[src/rtl/uart_tx_sched_pkg.sv]
// Shared definitions for the two-requester UART transmit scheduler:
// FSM state encoding, requester count and the round-robin pick helper.
package uart_tx_sched_pkg;

    localparam int NUM_REQ = 2;

    typedef enum logic [2:0] {
        ST_IDLE  = 3'd0,
        ST_LOAD  = 3'd1,
        ST_START = 3'd2,
        ST_WAIT  = 3'd3,
        ST_GAP   = 3'd4
    } state_e;

    // The pointer names the preferred requester; it only matters when both are valid.
    function automatic logic [NUM_REQ-1:0] rr_pick(input logic [NUM_REQ-1:0] valid,
                                                   input logic               ptr);
        logic [NUM_REQ-1:0] pick;
        if (&valid) begin
            pick = ptr ? 2'b10 : 2'b01;
        end else begin
            pick = valid;
        end
        return pick;
    endfunction

endpackage

[src/rtl/uart_tx_sched_if.sv]
// Bundle of the requester FIFO heads and the uart_tx control/status lines
// seen by the scheduler.
interface uart_tx_sched_if;

    // Requester side: reqN_valid means the FIFO head (reqN_data/reqN_last) is
    // present; reqN_ready is a one-cycle pop strobe and the head is consumed
    // at the end of that cycle. uart_tx side: tx_start is accepted only while
    // tx_busy is low; tx_done pulses once when the byte has left the line.
    logic       req0_valid;
    logic       req1_valid;
    logic [7:0] req0_data;
    logic [7:0] req1_data;
    logic       req0_last;
    logic       req1_last;
    logic       req0_ready;
    logic       req1_ready;
    logic       tx_start;
    logic [7:0] tx_din;
    logic       tx_busy;
    logic       tx_done;

    modport master (
        input  req0_valid, req1_valid,
        input  req0_data,  req1_data,
        input  req0_last,  req1_last,
        output req0_ready, req1_ready,
        output tx_start,   tx_din,
        input  tx_busy,    tx_done
    );

    modport slave (
        output req0_valid, req1_valid,
        output req0_data,  req1_data,
        output req0_last,  req1_last,
        input  req0_ready, req1_ready,
        input  tx_start,   tx_din,
        output tx_busy,    tx_done
    );

endinterface

[src/rtl/uart_tx_sched.sv]
// Packet-level round-robin scheduler feeding one uart_tx from two byte FIFOs.
// A grant is held for a whole packet, or until the owner stalls for GAP_TIMEOUT cycles.
module uart_tx_sched
    import uart_tx_sched_pkg::*;
#(
    parameter int GAP_TIMEOUT = 50000
) (
    input  logic                  clk,
    input  logic                  rst,
    uart_tx_sched_if.master       bus,
    output logic [NUM_REQ-1:0]    grant,
    output logic                  timeout,
    output state_e                dbg_state
);

    localparam int CNT_W = (GAP_TIMEOUT > 1) ? $clog2(GAP_TIMEOUT) : 1;
    localparam logic [CNT_W-1:0] CNT_LAST = CNT_W'(GAP_TIMEOUT - 1);

    state_e               state_q,   state_d;
    logic [NUM_REQ-1:0]   grant_q,   grant_d;
    logic                 ptr_q,     ptr_d;
    logic [7:0]           tx_din_q,  tx_din_d;
    logic                 last_q,    last_d;
    logic [CNT_W-1:0]     cnt_q,     cnt_d;
    logic                 timeout_q, timeout_d;

    logic [NUM_REQ-1:0]   valid_vec;
    logic [NUM_REQ-1:0]   req_ready;
    logic                 tx_start;
    logic                 sel_valid;
    logic [7:0]           sel_data;
    logic                 sel_last;

    assign valid_vec = {bus.req1_valid, bus.req0_valid};

    // Only the owner's head is ever looked at, so the other requester cannot interleave.
    always_comb begin
        sel_valid = |(grant_q & valid_vec);
        sel_data  = grant_q[1] ? bus.req1_data : bus.req0_data;
        sel_last  = grant_q[1] ? bus.req1_last : bus.req0_last;
    end

    always_ff @(posedge clk or posedge rst) begin
        if (rst) begin
            state_q   <= ST_IDLE;
            grant_q   <= '0;
            ptr_q     <= 1'b0;
            tx_din_q  <= 8'h00;
            last_q    <= 1'b0;
            cnt_q     <= '0;
            timeout_q <= 1'b0;
        end else begin
            state_q   <= state_d;
            grant_q   <= grant_d;
            ptr_q     <= ptr_d;
            tx_din_q  <= tx_din_d;
            last_q    <= last_d;
            cnt_q     <= cnt_d;
            timeout_q <= timeout_d;
        end
    end

    always_comb begin
        state_d   = state_q;
        grant_d   = grant_q;
        ptr_d     = ptr_q;
        tx_din_d  = tx_din_q;
        last_d    = last_q;
        cnt_d     = cnt_q;
        timeout_d = 1'b0;
        req_ready = '0;
        tx_start  = 1'b0;

        case (state_q)
            ST_IDLE: begin
                if (|valid_vec) begin
                    grant_d = rr_pick(valid_vec, ptr_q);
                    state_d = ST_LOAD;
                end
            end

            ST_LOAD: begin
                req_ready = grant_q;
                tx_din_d  = sel_data;
                last_d    = sel_last;
                state_d   = ST_START;
            end

            ST_START: begin
                if (!bus.tx_busy) begin
                    tx_start = 1'b1;
                    state_d  = ST_WAIT;
                end
            end

            // tx_done is only meaningful here; pulses in other states fall through.
            ST_WAIT: begin
                if (bus.tx_done) begin
                    if (last_q) begin
                        grant_d = '0;
                        ptr_d   = ~grant_q[1];
                        state_d = ST_IDLE;
                    end else begin
                        cnt_d   = '0;
                        state_d = ST_GAP;
                    end
                end
            end

            ST_GAP: begin
                if (sel_valid) begin
                    state_d = ST_LOAD;
                end else if (cnt_q == CNT_LAST) begin
                    timeout_d = 1'b1;
                    grant_d   = '0;
                    ptr_d     = ~grant_q[1];
                    state_d   = ST_IDLE;
                end else if (cnt_q != {CNT_W{1'b1}}) begin
                    cnt_d = cnt_q + CNT_W'(1);
                end
            end

            default: begin
                state_d = ST_IDLE;
            end
        endcase
    end

    assign bus.req0_ready = req_ready[0];
    assign bus.req1_ready = req_ready[1];
    assign bus.tx_start   = tx_start;
    assign bus.tx_din     = tx_din_q;
    assign grant          = grant_q;
    assign timeout        = timeout_q;
    assign dbg_state      = state_q;

endmodule

[src/flat_wrapper.sv]
// flat-port wrapper written by rule: the top's interface ports become plain ports
module uart_tx_sched_flat import uart_tx_sched_pkg::*;
#(
    parameter int GAP_TIMEOUT = 50000
)
  (clk, rst, grant, timeout, dbg_state, bus_req0_valid, bus_req1_valid, bus_req0_data, bus_req1_data, bus_req0_last, bus_req1_last, bus_req0_ready, bus_req1_ready, bus_tx_start, bus_tx_din, bus_tx_busy, bus_tx_done);
  uart_tx_sched_if bus_i ();
  input  logic clk;
  input  logic rst;
  output logic [NUM_REQ-1:0] grant;
  output logic timeout;
  output state_e dbg_state;
  input wire logic [$bits(bus_i.req0_valid)-1:0] bus_req0_valid;
  input wire logic [$bits(bus_i.req1_valid)-1:0] bus_req1_valid;
  input wire logic [$bits(bus_i.req0_data)-1:0] bus_req0_data;
  input wire logic [$bits(bus_i.req1_data)-1:0] bus_req1_data;
  input wire logic [$bits(bus_i.req0_last)-1:0] bus_req0_last;
  input wire logic [$bits(bus_i.req1_last)-1:0] bus_req1_last;
  output wire logic [$bits(bus_i.req0_ready)-1:0] bus_req0_ready;
  output wire logic [$bits(bus_i.req1_ready)-1:0] bus_req1_ready;
  output wire logic [$bits(bus_i.tx_start)-1:0] bus_tx_start;
  output wire logic [$bits(bus_i.tx_din)-1:0] bus_tx_din;
  input wire logic [$bits(bus_i.tx_busy)-1:0] bus_tx_busy;
  input wire logic [$bits(bus_i.tx_done)-1:0] bus_tx_done;
  assign bus_i.req0_valid = bus_req0_valid;
  assign bus_i.req1_valid = bus_req1_valid;
  assign bus_i.req0_data = bus_req0_data;
  assign bus_i.req1_data = bus_req1_data;
  assign bus_i.req0_last = bus_req0_last;
  assign bus_i.req1_last = bus_req1_last;
  assign bus_req0_ready = bus_i.req0_ready;
  assign bus_req1_ready = bus_i.req1_ready;
  assign bus_tx_start = bus_i.tx_start;
  assign bus_tx_din = bus_i.tx_din;
  assign bus_i.tx_busy = bus_tx_busy;
  assign bus_i.tx_done = bus_tx_done;
  uart_tx_sched #(.GAP_TIMEOUT(GAP_TIMEOUT)) u_core (.clk(clk), .rst(rst), .bus(bus_i), .grant(grant), .timeout(timeout), .dbg_state(dbg_state));
endmodule
[config.mk]
export PLATFORM = sky130hd
export DESIGN_NAME = uart_tx_sched_flat
export DESIGN_NICKNAME = d
export VERILOG_FILES = /design/src/rtl/uart_tx_sched_pkg.sv /design/src/rtl/uart_tx_sched_if.sv /design/src/rtl/uart_tx_sched.sv /design/src/flat_wrapper.sv
export SDC_FILE = /design/constraint.sdc
export NUM_CORES = 1
export LEC_CHECK = 0
export ABC_AREA = 1
export BUFFER_PORTS_ARGS = -buffer_cell sky130_fd_sc_hd__buf_4
export CAP_MARGIN = 25
export CORE_MARGIN = 2
export CORE_UTILIZATION = 50
export DETAILED_ROUTE_END_ITERATION = 10
export PLACE_DENSITY = 0.76
export SLEW_MARGIN = 0
export SYNTH_ARGS = -nofsm -noshare
export SYNTH_HDL_FRONTEND = slang
export SYNTH_SLANG_ARGS = --single-unit
[constraint.sdc]
create_clock -name clk -period 1.6 [get_ports clk]
set_input_delay 0.32 -clock clk [delete_from_list [all_inputs] [get_ports clk]]
set_output_delay 0.32 -clock clk [all_outputs]
set_load 0.05 [all_outputs]
== Word-level counts from Yosys, hierarchy flattened ==
Index checks and enable logic that the tools add are counted.

* Register bits after elaboration: 32
* Output and inout bits: 17
* Word-level logic and storage cells: 70

* $add $sub $neg: 1
* Equality and inequality tests: 16
* Muxes and demuxes: 34
* Bitwise operators: 2
* Reduce and logical (&&, ||, !) cells: 10

{| class="wikitable"
|+ Operators with widths
! cell !! count
|-
| 16-bit two-way mux || 5
|-
| 16-bit one-hot mux with 2 select lines || 1
|-
| 3-bit two-way mux || 6
|-
| 16-bit by 1-bit adder with 16-bit output, second input constant || 1
|-
| 16-bit == test, second input constant || 1
|-
| 2-bit two-way mux || 8
|-
| 16-bit != test, second input constant || 1
|-
| 3-bit one-hot mux with 5 select lines || 1
|-
| 6-bit AND reduction || 2
|-
| 1-bit two-way mux || 10
|-
| 2-bit != test, second input constant || 5
|-
| 8-bit two-way mux || 1
|-
| 2-bit by 1-bit != test with 1-bit output, second input constant || 4
|-
| 3-bit by 2-bit == test with 1-bit output, second input constant || 2
|-
| 2-bit one-hot mux with 3 select lines || 1
|-
| 5-bit AND reduction || 1
|-
| 4-bit AND reduction || 1
|-
| 2-bit OR reduction || 2
|-
| 3-bit by 1-bit == test with 1-bit output, second input constant || 1
|-
| 3-bit == test, second input constant || 1
|-
| 3-bit zero test || 1
|-
| 3-bit by 1-bit != test with 1-bit output, second input constant || 1
|-
| 3-bit nonzero test || 1
|-
| 2-bit AND || 1
|-
| other kinds (4) || 4
|}

== Logic depth before layout (Yosys ltp) ==
* Depth in word-level cells: 5
* Mapped depth: 10

== Worst setup path before layout ==
No wires, ideal clock.

* Kind: register to output
* From: register u_core.state_q[0], in the netlist u_core.dbg_state[0]
* To: output bus_req0_ready
* Data arrival time: 1.799 ns
* Data required time: 1.280 ns
* Setup slack: -0.519 ns
* Cell stages (with the launch flop): 4
* Buffers on the path: 1
* Cells stage by stage: dfrtp_1 -> nand3_1 -> clkbuf_1 -> nor2_1

* Cells in the longest elaborated chain, start to end: 2

{| class="wikitable"
|+ Ends and longest elaborated chain
! item !! RTL line !! text
|-
| start, declared || uart_tx_sched.sv:19 || <nowiki>state_e state_q, state_d;</nowiki>
|-
| start signal, assigned || uart_tx_sched.sv:53 || <nowiki>state_q <= state_d;</nowiki>
|-
| 3-bit by 1-bit == test with 1-bit output || uart_tx_sched.sv:74 || <nowiki>case (state_q)</nowiki>
|-
| 2-bit two-way mux || uart_tx_sched.sv:74 ||
|-
| end, declared || flat_wrapper.sv:19 || <nowiki>output wire logic [$bits(bus_i.req0_ready)-1:0] bus_req0_ready;</nowiki>
|}

No other way between the ends.

== Worst setup path after layout ==
* From: register u_core.state_q[0], in the netlist u_core.dbg_state[0]
* To: register u_core.cnt_q[8]

* Cells in the longest elaborated chain, start to end: 3

{| class="wikitable"
|+ Ends and longest elaborated chain
! item !! RTL line !! text
|-
| 3-bit == test or 3-bit by 2-bit == test with 1-bit output (tied branches) || uart_tx_sched.sv:74 ||
|-
| 2-bit != test (no source line), or another cell as far along || n/a ||
|-
| 6-bit AND reduction (no source line) || n/a ||
|-
| end signal, assigned || uart_tx_sched.sv:58 || <nowiki>cnt_q <= cnt_d;</nowiki>
|-
| end, declared || uart_tx_sched.sv:24 || <nowiki>logic [CNT_W-1:0] cnt_q, cnt_d;</nowiki>
|}

Several ways; a longest one is shown, not always the timed one.
A chain may end at the register's enable or synchronous reset.

==> out/results.ini <==
[detailed_routing]
dr.pass1.iters = 4
wl_microns = 5840
ant_nets = 0
drtIter0Drc = 180
vias = 2239
drc = 0
wl_per_cell_microns = 13.5
via_per_inst = 5.19

[pwr]
p_int_uw = 2520
p_per_area_mw_per_mm2 = 1600
p_comb_share_pct = 58.1
pwr-share-clk_pct = 16.7
swShare_pct = 47.2
p_sw_uw = 2250
seqPwrFrac_pct = 25.2
leakage_uw = 0.00143
peakVddDrop_v = 0.00104

[yosys]
seq_area_frac_synth_pct = 38.3
synthCells = 308
syn_nets = 333
synth_seq_cells = 32
synth_area_per_cell_sq_um = 6.79
netlist_area_sq_mm = 0.00209
synthDistinctLibCells = 29
ys.warnings.count = 0

[layout]
layout_common_cells = nand2_1 (103), buf_4 (63), nor2_1 (57)
n_antenna_cell = 0
area_growth_pct = 42.4
post-route-cell-area_sq_mm = 0.00298
layout_commonest_cell = nand2_1
nets = 405
final_cell_count_no_fill = 431
layout-drive-gt1-share_pct = 34.4

[status]
violations = setup timing
status = complete, but fails checks

[grt]
first_global_vias = 1851
grt_max_degree = 33
antenna_found_initial = 0
grt_usage_pct = 23.3
grt_pass1_wl_microns = 8070
grt_overflow_total = 0

[floorplan]
dieHeight_microns = 68.7
die_x_microns = 68.7
rows = 23
ioPinCount = 41
core_sq_mm = 0.00400
die-area_sq_mm = 0.00471
start_util_pct = 52.3

[timing]
min_period_ns = 1.63
hold_viol = 0
grt_setup_unrepaired = yes
setup_viol = 7
slew_headroom_pct = 73.0
fin_crit_sh_pct = 102
setup_ws_ns = -0.0254
worst_pin_slew_ns = 0.405
max_freq_mhz = 615
drv_slew = 0
clock-skew-final_ns = 0.00423

[clock_tree]
clkLatencyLatePin_ns = 0.29
path_clk_slew_ns = 0.07
cts_tree = built
cts_hold_buffers = 0
cts-root-buf = clkbuf_8
clock_sinks = 32
htreeDepth = 2
numCtsBuffers = 5
cts_buffer_depth = 2

[placement]
dp_hpwl_microns = 3610
pre_cts_ws_ns = 0.0163
gp_congestion = 0.824
dpl_cell_area_sq_mm = 0.00257
dp.cells = 408
port_buffers = 40

[setup_path]
arrival_ns = 1.86
critPathLaunchType = flop
crit_type = reg -> reg
cp.required_ns = 1.83
worstSetupStartpoint = u_core.dbg_state[0]
cp-end-kind = flop
rr_worst_depth = 10
regToRegStartpoint = u_core.dbg_state[0]
r2r-end = u_core.cnt_q[8]
r2r_setup_slack_ns = -0.03
critPathMaxFanout = 7

[min_path]
hp-class = in -> async

[run]
max_cap_viol_count = 0

-- cell type report --
| class | instances | area, sq um |
|---|---|---|
| Clock buffer | 5 | 68.8 |
| Sequential cell | 32 | 808 |
| Clock inverter | 3 | 42.5 |
| Multi-Input combinational cell | 242 | 1300 |
| Timing Repair Buffer | 70 | 582 |
| Tap cell | 50 | 62.6 |
| Inverter | 29 | 115 |
| Fill cell | 306 | 1020 |
-- cells by family after synthesis --
logic type	Yosys count	synth area share, %
AO/OA/AOI/OAI	21	6.58
flip-flops	32	38.3
buffers and inverters	35	7.24
adder cells (fa/ha/maj)	1	0.598
XOR/XNOR	1	0.419
AND/OR/NAND/NOR	218	46.9
-- worst max-delay path, stage by stage (launching register included) --
cell,delay [ns]
dfrtp_2,0.47
nor2_4,0.17
nand2_4,0.09
nand2_4,0.08
nand2_4,0.07
nor2_8,0.15
nand2_4,0.08
nor2_8,0.16
clkbuf_16,0.17
nand2_2,0.04
nand2_1,0.06
-- worst max path at each step --
| stage | slack [ns] | cells past startpoint | endpoint |
|---|---|---|---|
| finish | -0.03 | 10 | u_core.cnt_q[8] |
| global route | -0.1 | 9 | u_core.cnt_q[9] |
| CTS | 0.01 | 9 | u_core.cnt_q[15] |
| detailed placement | 0.02 | 9 | u_core.cnt_q[15] |
| global placement | 0.06 | 10 | u_core.cnt_q[0] |
| floorplan | -0.01 | 10 | u_core.cnt_q[6] |
-- state kept, by name (all words and copies together), names as in the netlist --
signal             cells
u_core.ptr_q           1
u_core.cnt_q          16
u_core.timeout         1
u_core.bus.tx_din      8
u_core.grant           2
u_core.dbg_state       3
u_core.last_q          1
-- metal layers --
layer  routed length [microns]  up-vias  global-route usage (%)
met2                      2950       82                    37.9
met4                       113        0                    9.00
met3                       353       14                    6.98
met1                      2420     1031                    29.0
li1                          -     1112                       -
met5                         0        -                       0
-- stage by stage --
step / setup TNS [ns] / total power, uW / hold WS (ns) / utilization [%]
finish: -0.0593 / 4770 / 0.110 / 74.4
global route: -1.32 / 5050 / 0.145 / 74.4
CTS: 0 / 4280 / 0.120 / 67.5
detailed placement: 0 / 3450 / 0.439 / 64.2
global placement: 0 / 3420 / 0.436 / 64.2
floorplan: -0.0236 / 2890 / 0.436 / -
-- power by group through the flow --
stage / Clock (uW) / Combinational [uW] / Sequential [uW]
after floorplan: 0 / 1170 / 1720
after global placement: 0 / 2240 / 1180
after detailed placement: 0 / 2250 / 1190
after CTS: 806 / 2280 / 1190
after global routing: 841 / 2980 / 1230
final: 795 / 2770 / 1200
-- repair_timing --
| action | CTS | global route |
|---|---|---|
| cloned | 0 | 2 |
| setup endpoints to repair | 4 | 22 |
| buffers inserted | 0 | 13 |
| pin swaps | 1 | 9 |
| gates resized for setup | 5 | 30 |
-- synth_stat cells, drive strengths merged --
cell type / n / area share (%)
a211oi: 1 / 0.36
a21oi: 3 / 0.72
buf: 2 / 1.3
clkbuf: 4 / 0.72
clkinv: 1 / 0.18
dfrtp: 32 / 38
ha: 1 / 0.60
inv: 28 / 5.0
nand2: 120 / 24
nand3: 15 / 4.4
nand3b: 1 / 0.36
nand4: 7 / 2.1
nor2: 70 / 15
nor3: 3 / 0.72
o21ai: 5 / 1.2
o21bai: 3 / 1.1
o31ai: 9 / 3.2
or2: 2 / 0.60
xor2: 1 / 0.42
(Power assumes the default switching activity.)
